**config.mk**
```make
export PLATFORM = sky130hd
export DESIGN_NAME = wb_scoreboard
export DESIGN_NICKNAME = d
export VERILOG_FILES = /design/src/rtl/wb_scoreboard_pkg.sv /design/src/rtl/wb_scoreboard_result_buf.sv /design/src/rtl/wb_scoreboard.sv
export SDC_FILE = /design/constraint.sdc
export NUM_CORES = 1
export LEC_CHECK = 0
export CAP_MARGIN = 20
export CORE_MARGIN = 2
export CORE_UTILIZATION = 40
export CTS_CLUSTER_SIZE = 30
export DETAILED_ROUTE_END_ITERATION = 10
export PLACE_DENSITY_LB_ADDON = 0.08
export SETUP_SLACK_MARGIN = 0.05
export SLEW_MARGIN = 20
export SYNTH_ARGS = -nofsm -noshare
export SYNTH_HDL_FRONTEND = slang
export SYNTH_SLANG_ARGS = --single-unit
```
**constraint.sdc**
```tcl
create_clock -name clk -period 6.99 [get_ports clk]
set_input_delay 1.398 -clock clk [delete_from_list [all_inputs] [get_ports clk]]
set_output_delay 1.398 -clock clk [all_outputs]
set_load 0.01 [all_outputs]
```
**src/rtl/wb_scoreboard_pkg.sv**
```systemverilog
// Shared definitions for the writeback scoreboard: register-file geometry,
// address/data types and a one-hot helper for the pending mask.
package wb_scoreboard_pkg;

    localparam int REG_ADDR_W = 5;
    localparam int XLEN       = 32;
    localparam int NUM_REGS   = 32;

    typedef logic [REG_ADDR_W-1:0] reg_addr_t;
    typedef logic [XLEN-1:0]       xdata_t;

    // One-hot mask for a register; x0 is hardwired to zero so it never
    // gets a pending bit.
    function automatic logic [NUM_REGS-1:0] reg_bit(input reg_addr_t a);
        reg_bit = '0;
        if (a != '0) begin
            reg_bit[a] = 1'b1;
        end
    endfunction

endpackage

```
**src/rtl/wb_scoreboard_result_buf.sv**
```systemverilog
// result_buf: one-entry valid/ready holding register for mul/div results.
// Ports:
//   clk, rst         clock, synchronous active-high reset
//   in_valid_i       producer offers a result
//   in_rd_i/in_data_i  offered destination and value
//   in_ready_o       result accepted when in_valid_i && in_ready_o
//   out_take_i       consumer drains the held entry at this edge
//   out_valid_o      entry is occupied
//   out_rd_o/out_data_o  held destination and value
module result_buf
    import wb_scoreboard_pkg::*;
(
    input  logic      clk,
    input  logic      rst,
    input  logic      in_valid_i,
    input  reg_addr_t in_rd_i,
    input  xdata_t    in_data_i,
    output logic      in_ready_o,
    input  logic      out_take_i,
    output logic      out_valid_o,
    output reg_addr_t out_rd_o,
    output xdata_t    out_data_o
);

    logic      valid_q, valid_d;
    reg_addr_t rd_q;
    xdata_t    data_q;
    logic      accept;

    // A draining entry frees the slot in the same cycle, so a new result can
    // be taken every cycle while the consumer keeps draining.
    assign in_ready_o = !rst && (!valid_q || out_take_i);
    assign accept     = in_valid_i && in_ready_o;

    always_comb begin
        valid_d = valid_q;
        if (accept) begin
            valid_d = 1'b1;
        end else if (out_take_i) begin
            valid_d = 1'b0;
        end
    end

    always_ff @(posedge clk) begin
        if (rst) begin
            valid_q <= 1'b0;
        end else begin
            valid_q <= valid_d;
        end
    end

    // Payload needs no reset: it is only observed while valid_q is set.
    always_ff @(posedge clk) begin
        if (accept) begin
            rd_q   <= in_rd_i;
            data_q <= in_data_i;
        end
    end

    assign out_valid_o = valid_q;
    assign out_rd_o    = rd_q;
    assign out_data_o  = data_q;

endmodule

```
**src/rtl/wb_scoreboard.sv**
```systemverilog
// wb_scoreboard: tracks destinations of in-flight mul/div ops, stalls decode
// on RAW/WAW hazards or a full long-op window, and arbitrates the single
// register-file write port between pipeline writeback and buffered mul/div
// results (pipeline writeback wins).
// Ports:
//   clk, rst                      clock, synchronous active-high reset
//   issue_valid/issue_rd/issue_long  instruction issuing from decode
//   dec_rs1/dec_rs2, dec_use_rs1/dec_use_rs2  decode source operands
//   wb_valid/wb_rd/wb_data        pipeline writeback (never back-pressured)
//   md_valid/md_rd/md_data, md_ready  mul/div result handshake
//   stall                         decode must hold this cycle
//   rf_we/rf_waddr/rf_wd          register-file write port
//   pending                       per-register long-op in-flight mask
module wb_scoreboard
    import wb_scoreboard_pkg::*;
#(
    parameter int MAX_OUT = 4
) (
    input  logic                  clk,
    input  logic                  rst,
    input  logic                  issue_valid,
    input  logic [REG_ADDR_W-1:0] issue_rd,
    input  logic                  issue_long,
    input  logic [REG_ADDR_W-1:0] dec_rs1,
    input  logic [REG_ADDR_W-1:0] dec_rs2,
    input  logic                  dec_use_rs1,
    input  logic                  dec_use_rs2,
    input  logic                  wb_valid,
    input  logic [REG_ADDR_W-1:0] wb_rd,
    input  logic [XLEN-1:0]       wb_data,
    input  logic                  md_valid,
    input  logic [REG_ADDR_W-1:0] md_rd,
    input  logic [XLEN-1:0]       md_data,
    output logic                  md_ready,
    output logic                  stall,
    output logic                  rf_we,
    output logic [REG_ADDR_W-1:0] rf_waddr,
    output logic [XLEN-1:0]       rf_wd,
    output logic [NUM_REGS-1:0]   pending
);

    localparam int              CNT_W   = $clog2(MAX_OUT + 1);
    localparam logic [CNT_W-1:0] MAX_CNT = CNT_W'(MAX_OUT);

    logic [NUM_REGS-1:0] pending_q, pending_d;
    logic [CNT_W-1:0]    out_cnt_q, out_cnt_d;

    logic      buf_valid;
    reg_addr_t buf_rd;
    xdata_t    buf_data;
    logic      wb_hit, drain, long_issue;
    logic      raw1, raw2, waw, full;

    result_buf u_buf (
        .clk         (clk),
        .rst         (rst),
        .in_valid_i  (md_valid),
        .in_rd_i     (md_rd),
        .in_data_i   (md_data),
        .in_ready_o  (md_ready),
        .out_take_i  (drain),
        .out_valid_o (buf_valid),
        .out_rd_o    (buf_rd),
        .out_data_o  (buf_data)
    );

    // Hazard detection against the registered pending mask.
    assign raw1  = dec_use_rs1 && (dec_rs1 != '0) && pending_q[dec_rs1];
    assign raw2  = dec_use_rs2 && (dec_rs2 != '0) && pending_q[dec_rs2];
    assign waw   = issue_valid && (issue_rd != '0) && pending_q[issue_rd];
    assign full  = issue_valid && issue_long && (out_cnt_q == MAX_CNT);
    assign stall = !rst && (raw1 || raw2 || waw || full);

    assign long_issue = issue_valid && issue_long && !stall && !rst;

    // Write-port arbitration: a writeback to x0 does not occupy the port, so
    // the buffer may drain underneath it.
    assign wb_hit = wb_valid && (wb_rd != '0) && !rst;
    assign drain  = buf_valid && !wb_hit && !rst;

    always_comb begin
        rf_we    = 1'b0;
        rf_waddr = buf_rd;
        rf_wd    = buf_data;
        if (wb_hit) begin
            rf_we    = 1'b1;
            rf_waddr = wb_rd;
            rf_wd    = wb_data;
        end else if (drain && (buf_rd != '0)) begin
            rf_we = 1'b1;
        end
    end

    always_comb begin
        pending_d = pending_q;
        if (drain) begin
            pending_d = pending_d & ~reg_bit(buf_rd);
        end
        // Set is applied after clear so a same-register collision keeps the bit.
        if (long_issue) begin
            pending_d = pending_d | reg_bit(issue_rd);
        end
    end

    // A drain with an empty window can only come from a stray result; the
    // counter floors at zero instead of wrapping.
    always_comb begin
        out_cnt_d = out_cnt_q;
        if (long_issue && !drain) begin
            out_cnt_d = out_cnt_q + 1'b1;
        end else if (drain && !long_issue && (out_cnt_q != '0)) begin
            out_cnt_d = out_cnt_q - 1'b1;
        end
    end

    always_ff @(posedge clk) begin
        if (rst) begin
            pending_q <= '0;
            out_cnt_q <= '0;
        end else begin
            pending_q <= pending_d;
            out_cnt_q <= out_cnt_d;
        end
    end

    assign pending = pending_q;

    // A mul/div result for a register with no long op in flight is a
    // protocol error upstream; it is still written.
    a_md_rd_pending: assert property (@(posedge clk) disable iff (rst)
        (md_valid && md_ready && (md_rd != '0)) |-> pending_q[md_rd]);

endmodule

```
Word level (Yosys, flattened, before mapping)

Cells that the tools add are included.

Input bits: 97
Word-level logic and storage cells: 82
Output and inout bits: 72
Flip-flop bits (word level): 73

Multiplexer cells: 24
Reductions and logical operators: 41
Eq/ne operators: 1
Bitwise gates (word level): 3
$lt $le $gt $ge: 6
$add $sub $neg: 2

Operator list:

| operator              | count |
|---|---|
| $mux W32              | 7 |
| $and A32 B32 Y32      | 1 |
| $not A32 Y32          | 1 |
| $or A32 B32 Y32       | 1 |
| $reduce_bool A5 Y1    | 5 |
| $lt A5 B6 Y1 const B  | 4 |
| $logic_and A1 B1 Y1   | 23 |
| $bmux W1 S5           | 3 |
| $demux W1 S5          | 2 |
| $ge A5 B1 Y1 const B  | 2 |
| $mux W1               | 9 |
| $logic_not A1 Y1      | 6 |
| $mux W3               | 2 |
| $mux W5               | 1 |
| $logic_or A1 B1 Y1    | 4 |
| $reduce_bool A2 Y1    | 2 |
| $add A3 B1 Y3 const B | 1 |
| $eq A3 B3 Y1 const B  | 1 |
| $reduce_bool A3 Y1    | 1 |
| $sub A3 B1 Y3 const B | 1 |

Logic depth before layout (Yosys ltp)

Word-level depth: 15
Gate-level depth with buffers: 13
Depth with buffers taken out: 10

Modules after synthesis

A second synthesis with hierarchy kept.

Cells, all modules: 391
Area total of the unflattened synthesis: 4,410.5 um^2

Modules (own cells, without submodules):

| module        | area an instance (um^2) | seq. area each (um^2) | cells an instance | times used |
|---|---|---|---|---|
| wb_scoreboard | 3,239.4                 | 700.7                 | 349               | 1 |
| result_buf    | 1,171.1                 | 1,131.1               | 42                | 1 |

Worst setup path after synthesis

No wires, ideal clock.

Path kind: input-to-output
Start point: input port dec_rs1[0]
End point: output port stall
Data required time: 5,592 ps
Path buffers: 3
Setup slack: 2,479 ps
Stages on the path: 9
Arrival time: 3,113 ps
Cells stage by stage: buf_2 > mux4_2 > o21ai_0 > o22ai_1 > nor4_4 > and2_1 > buf_6 > buf_12 > a21oi_1

Longest elaborated chain between the ends: 7
Elaborated cells between the ends (all ways): 9
Those cells by class: mux (2); reduce/logical (7)

Ends and longest elaborated chain:

| item                                                                        | line                | source |
|---|---|---|
| start, declared                                                             | wb_scoreboard.sv:24 | `input logic [REG_ADDR_W-1:0] dec_rs1,` |
| $bmux W1 S5 / $reduce_bool A5 Y1 (equally long branches)                    | wb_scoreboard.sv:68 | `assign raw1 = dec_use_rs1 && (dec_rs1 != '0) && pending_q[dec_rs1];` |
| $mux W1 (not written as such) / $logic_and A1 B1 Y1 (equally long branches) | wb_scoreboard.sv:68 |  |
| $logic_and A1 B1 Y1 (*)                                                     | wb_scoreboard.sv:68 |  |
| $logic_or A1 B1 Y1 (*) (3 in a row)                                         | wb_scoreboard.sv:72 | `assign stall = !rst && (raw1 \|\| raw2 \|\| waw \|\| full);` |
| $logic_and A1 B1 Y1 (*)                                                     | wb_scoreboard.sv:72 |  |
| end, declared                                                               | wb_scoreboard.sv:35 | `output logic stall,` |

Every way passes the cells marked *; elsewhere a longest branch is shown, timed or not. The select of a mux whose other input is x is not followed.

Worst setup path after layout

Start point: input port issue_rd[0]
End point: output port stall

Longest elaborated chain between the ends: 6
Elaborated cells between the ends (all ways): 8
Those cells by class: mux (2); reduce/logical (6)

Ends and longest elaborated chain:

| item                                                                        | line                | source |
|---|---|---|
| start, declared                                                             | wb_scoreboard.sv:22 | `input logic [REG_ADDR_W-1:0] issue_rd,` |
| $bmux W1 S5 / $reduce_bool A5 Y1 (equally long branches)                    | wb_scoreboard.sv:70 | `assign waw = issue_valid && (issue_rd != '0) && pending_q[issue_rd];` |
| $mux W1 (not written as such) / $logic_and A1 B1 Y1 (equally long branches) | wb_scoreboard.sv:70 |  |
| $logic_and A1 B1 Y1 (*)                                                     | wb_scoreboard.sv:70 |  |
| $logic_or A1 B1 Y1 (*) (2 in a row)                                         | wb_scoreboard.sv:72 |  |
| $logic_and A1 B1 Y1 (*)                                                     | wb_scoreboard.sv:72 |  |

Marks and branches as above.

==> flow_summary_export.csv <==
group,metric,value,unit
sta,final_min_period_over_clock_period,0.848,
sta,worst_slew_pin_slew,0.877,ns
sta,max-slew-margin-rel,0.412,
grt,grt_max_degree,50,
clocking,cts_inserted_buffers,9,
logic_synthesis,synth_area,4270,um^2
critical_path,cp_data_arrival_time,4.53,ns
layout,final_common_cell,"sky130_fd_sc_hd__clkdlybuf4s50_1",
layout,final_net_count,694,
sta,whs,0.515,ns
place,placement.io_buffers,168,
critical_path,path_common_cell,"sky130_fd_sc_hd__clkdlybuf4s50_1",
logic_synthesis,synthXorXnorAreaFrac,0,
die,dieHeight,107,um
logic_synthesis,synthCells,443,
logic_synthesis,synth.net_count,541,
logic_synthesis,synth_enable_flop_cells,37,
logic_synthesis,multiplexer_area_fraction_after_synthesis,0.145,
die,core.rowCount,37,
clocking,hold_buffers,0,
sta,setup_total_negative_slack,0,ns
clocking,cts.path.max_buffers,2,
clocking,clk_latency,0.35,ns
logic_synthesis,synthesis.yosys.warnings,0,
layout,layout.cells.most_common_list,"sky130_fd_sc_hd__clkdlybuf4s50_1 (168), sky130_fd_sc_hd__nand2_1 (118), sky130_fd_sc_hd__o21ai_0 (50), sky130_fd_sc_hd__edfxtp_1 (37), sky130_fd_sc_hd__dfxtp_1 (36)",
logic_synthesis,post-synth-top-area-cell,"sky130_fd_sc_hd__edfxtp_1",
critical_path,critical_path.startpoint,"issue_rd[0]",
detailed_routing,drcViolationCount,0,
grt,grt_pass1_vias,3969,
logic_synthesis,async_flop_share,0,
clocking,clock_sink_count,73,
logic_synthesis,synth-compound-area-share,0.124,
sta,timing.final.max_slew_violations,0,
logic_synthesis,synth-simple-area-share,0.252,
place,place.detailed.hpwl,10100,um
critical_path,critical_path_peak_fanout,18,
die,initial_core_util,0.414,
sta,setup_viol,0,
critical_path,setup.worst_path.start_class,"primary input",
grt,track_usage,0.236,
logic_synthesis,seq_area_frac_synth,0.429,
detailed_routing,detail_route.iter0.violations,284,
clocking,cts_tree,"built",
grt,grt.overflow.total,0,
sta,timing_hold_violations_final,0,
critical_path,crit_path_top_delay_cell,"sky130_fd_sc_hd__clkdlybuf4s50_1",
critical_path,cp_cell_sequence,"clkdlybuf4s50_1 -> mux4_1 -> a22oi_1 -> a31oi_1 -> nor4_4 -> and2_1 -> buf_4 -> a21oi_1 -> clkdlybuf4s50_1",
die,die_w,107,um
logic_synthesis,post-synth-top-area-fraction,0.260,
detailed_routing,drt-pass1-iter-count,5,
die,die-area,11500,um^2
grt,wire_length_of_the_first_global_routing_pass,20900,um
sta,clock-skew-final,0.0146,ns
clocking,postCtsSetupRepairBufs,0,
clocking,count_of_h_tree_levels_built_during_cts,3,
run_status,outcome,"completed",
layout,area_delta_synth_final,44.3,%
power_and_ir_drop,power.ir.vdd_worst,77.8,uV
critical_path,critical_path.max_stage_delay,0.83,ns
power_and_ir_drop,totalPowerFinal,0.000959,W
logic_synthesis,synth_cell_type_count,59,
logic_synthesis,dominant_combinational_cell_family_by_area_after_synthesis,"simple AND/OR/NAND/NOR gates",
place,preCtsSetupSlack,1.08,ns
die,placeable_area,10300,um^2
logic_synthesis,postSynth.topFlopCell,"sky130_fd_sc_hd__edfxtp_1",
clocking,cts-resized-gates,0,
place,finalWeightedCongestion,0.939,
sta,fin_ws,1.06,ns
logic_synthesis,synth_seq_cells,73,
grt,grt_antenna_before_repair,0,
run,cap_violations,0,
sta,max_freq,169,MHz
hold_path,worstHoldStart,"out_cnt_q[1]",
hold_path,min_path_type,"register to register",
detailed_routing,vias,4045,
critical_path,cp_data_required_time,5.59,ns
sta,min_period,5.93,ns
layout,drive_gt1_frac,0.0749,
clocking,cts.reportedPaths.clkPinSlew,0.08,ns
detailed_routing,routed_wl,13400,um
detailed_routing,detail_route.vias_per_cell,5.48,
sta,rsz0062_at_grt,"no",
detailed_routing,drt.antenna.violating_nets,0,
power_and_ir_drop,power_density,156,nW/um^2
critical_path,r2r-start,"pending[25]",
critical_path,crit_type,"primary input to output port",
power_and_ir_drop,power_leakage,2.28,nW
logic_synthesis,synth-adder-area-share,0.00469,
die,design.portCount,169,
logic_synthesis,synth.avg_cell_area,9.64,um^2
logic_synthesis,synth_area_leaders,"sky130_fd_sc_hd__edfxtp_1 (26%), sky130_fd_sc_hd__dfxtp_1 (17%), sky130_fd_sc_hd__nand2_1 (10%)",
clocking,clock-root-buffer,"sky130_fd_sc_hd__clkbuf_8",
critical_path,crit_path_end_kind,"output port",
detailed_routing,routed_wire_length_per_instance,18.1,um
## area by class of cell
cell class                 instances  area, um^2
antenna                            1        2.50
clock buffer                       9         124
clock inverter                     7        53.8
fill                             888        4160
inverter                           5        18.8
multi-input combinational        335        2250
sequential                        73        1830
tap                              136         170
timing repair buffer             172        1710
## final timing paths
check | to | cells past startpoint | slack (ns)
max reg2reg | out_cnt_q[2] | 11 | 3.69
max | stall | 9 | 1.06
min reg2reg | out_cnt_q[1] | 2 | 0.51
min | out_cnt_q[1] | 2 | 0.51
## worst max-delay path, delay by kind of cell
kind,cells,cell delay (ns)
and+or+nand+nor,2,0.46
buffers and inverters,3,1.56
muxes,1,0.63
AOI/OAI and AO/OA,3,0.47
## state kept, by name, summed over array words and instances, names as in the netlist
register / cells
pending: 32
u_buf.out_data_o: 32
u_buf.out_rd_o: 5
out_cnt_q: 3
u_buf.out_valid_o: 1
## stage by stage
step	cells	instance area, um^2	utilization
finish	738	6160	0.597
global route	737	6160	0.597
CTS	737	6160	0.597
detailed placement	721	5980	0.579
global placement	721	5980	0.579
floorplan	443	4270	-
## cells by family after synthesis
| family | Yosys count |
|---|---|
| AND/OR/NAND/NOR | 212 |
| AO/OA/AOI/OAI | 90 |
| flip-flops | 73 |
| buffers and inverters | 35 |
| multiplexers | 32 |
| adder cells (fa/ha/maj) | 1 |
## routing by layer
metal  track usage  share of wire
met1         0.295           0.42
met2         0.377           0.47
met3        0.0702          0.082
met4         0.105          0.031
met5             0              0
## cells in the mapped netlist (2+ instances only)
cell                       count
sky130_fd_sc_hd__dfxtp_1      36
sky130_fd_sc_hd__and3_1        2
sky130_fd_sc_hd__nand2b_1      3
sky130_fd_sc_hd__a22oi_1       4
sky130_fd_sc_hd__nor2_1       12
sky130_fd_sc_hd__edfxtp_1     37
sky130_fd_sc_hd__nand2_1     118
sky130_fd_sc_hd__and2_1        2
sky130_fd_sc_hd__nor3_1        5
sky130_fd_sc_hd__buf_4         2
sky130_fd_sc_hd__buf_2         7
sky130_fd_sc_hd__and3b_1       3
sky130_fd_sc_hd__mux2i_1       8
sky130_fd_sc_hd__nand3b_1      5
sky130_fd_sc_hd__buf_6         4
sky130_fd_sc_hd__a31oi_1       2
sky130_fd_sc_hd__mux4_2       12
sky130_fd_sc_hd__nand4_1      14
sky130_fd_sc_hd__nand4b_1      3
sky130_fd_sc_hd__inv_1         4
sky130_fd_sc_hd__buf_1         3
sky130_fd_sc_hd__nor3b_1       4
sky130_fd_sc_hd__nor2b_1      23
sky130_fd_sc_hd__clkbuf_1     13
sky130_fd_sc_hd__or2_2         2
sky130_fd_sc_hd__nand3_1       6
sky130_fd_sc_hd__a21oi_1      18
sky130_fd_sc_hd__mux2_2        3
sky130_fd_sc_hd__o21ai_0      50
sky130_fd_sc_hd__mux4_1        9
## where the power goes
| part | total (W) | internal, W | switching, W | leakage, nW |
|---|---|---|---|---|
| sequential | 0.000470 | 0.000463 | 0.00000686 | 0.637 |
| combinational | 0.000187 | 0.000104 | 0.0000832 | 1.56 |
| clock | 0.000302 | 0.000131 | 0.000171 | 0.0839 |
(Power assumes the default switching activity.)
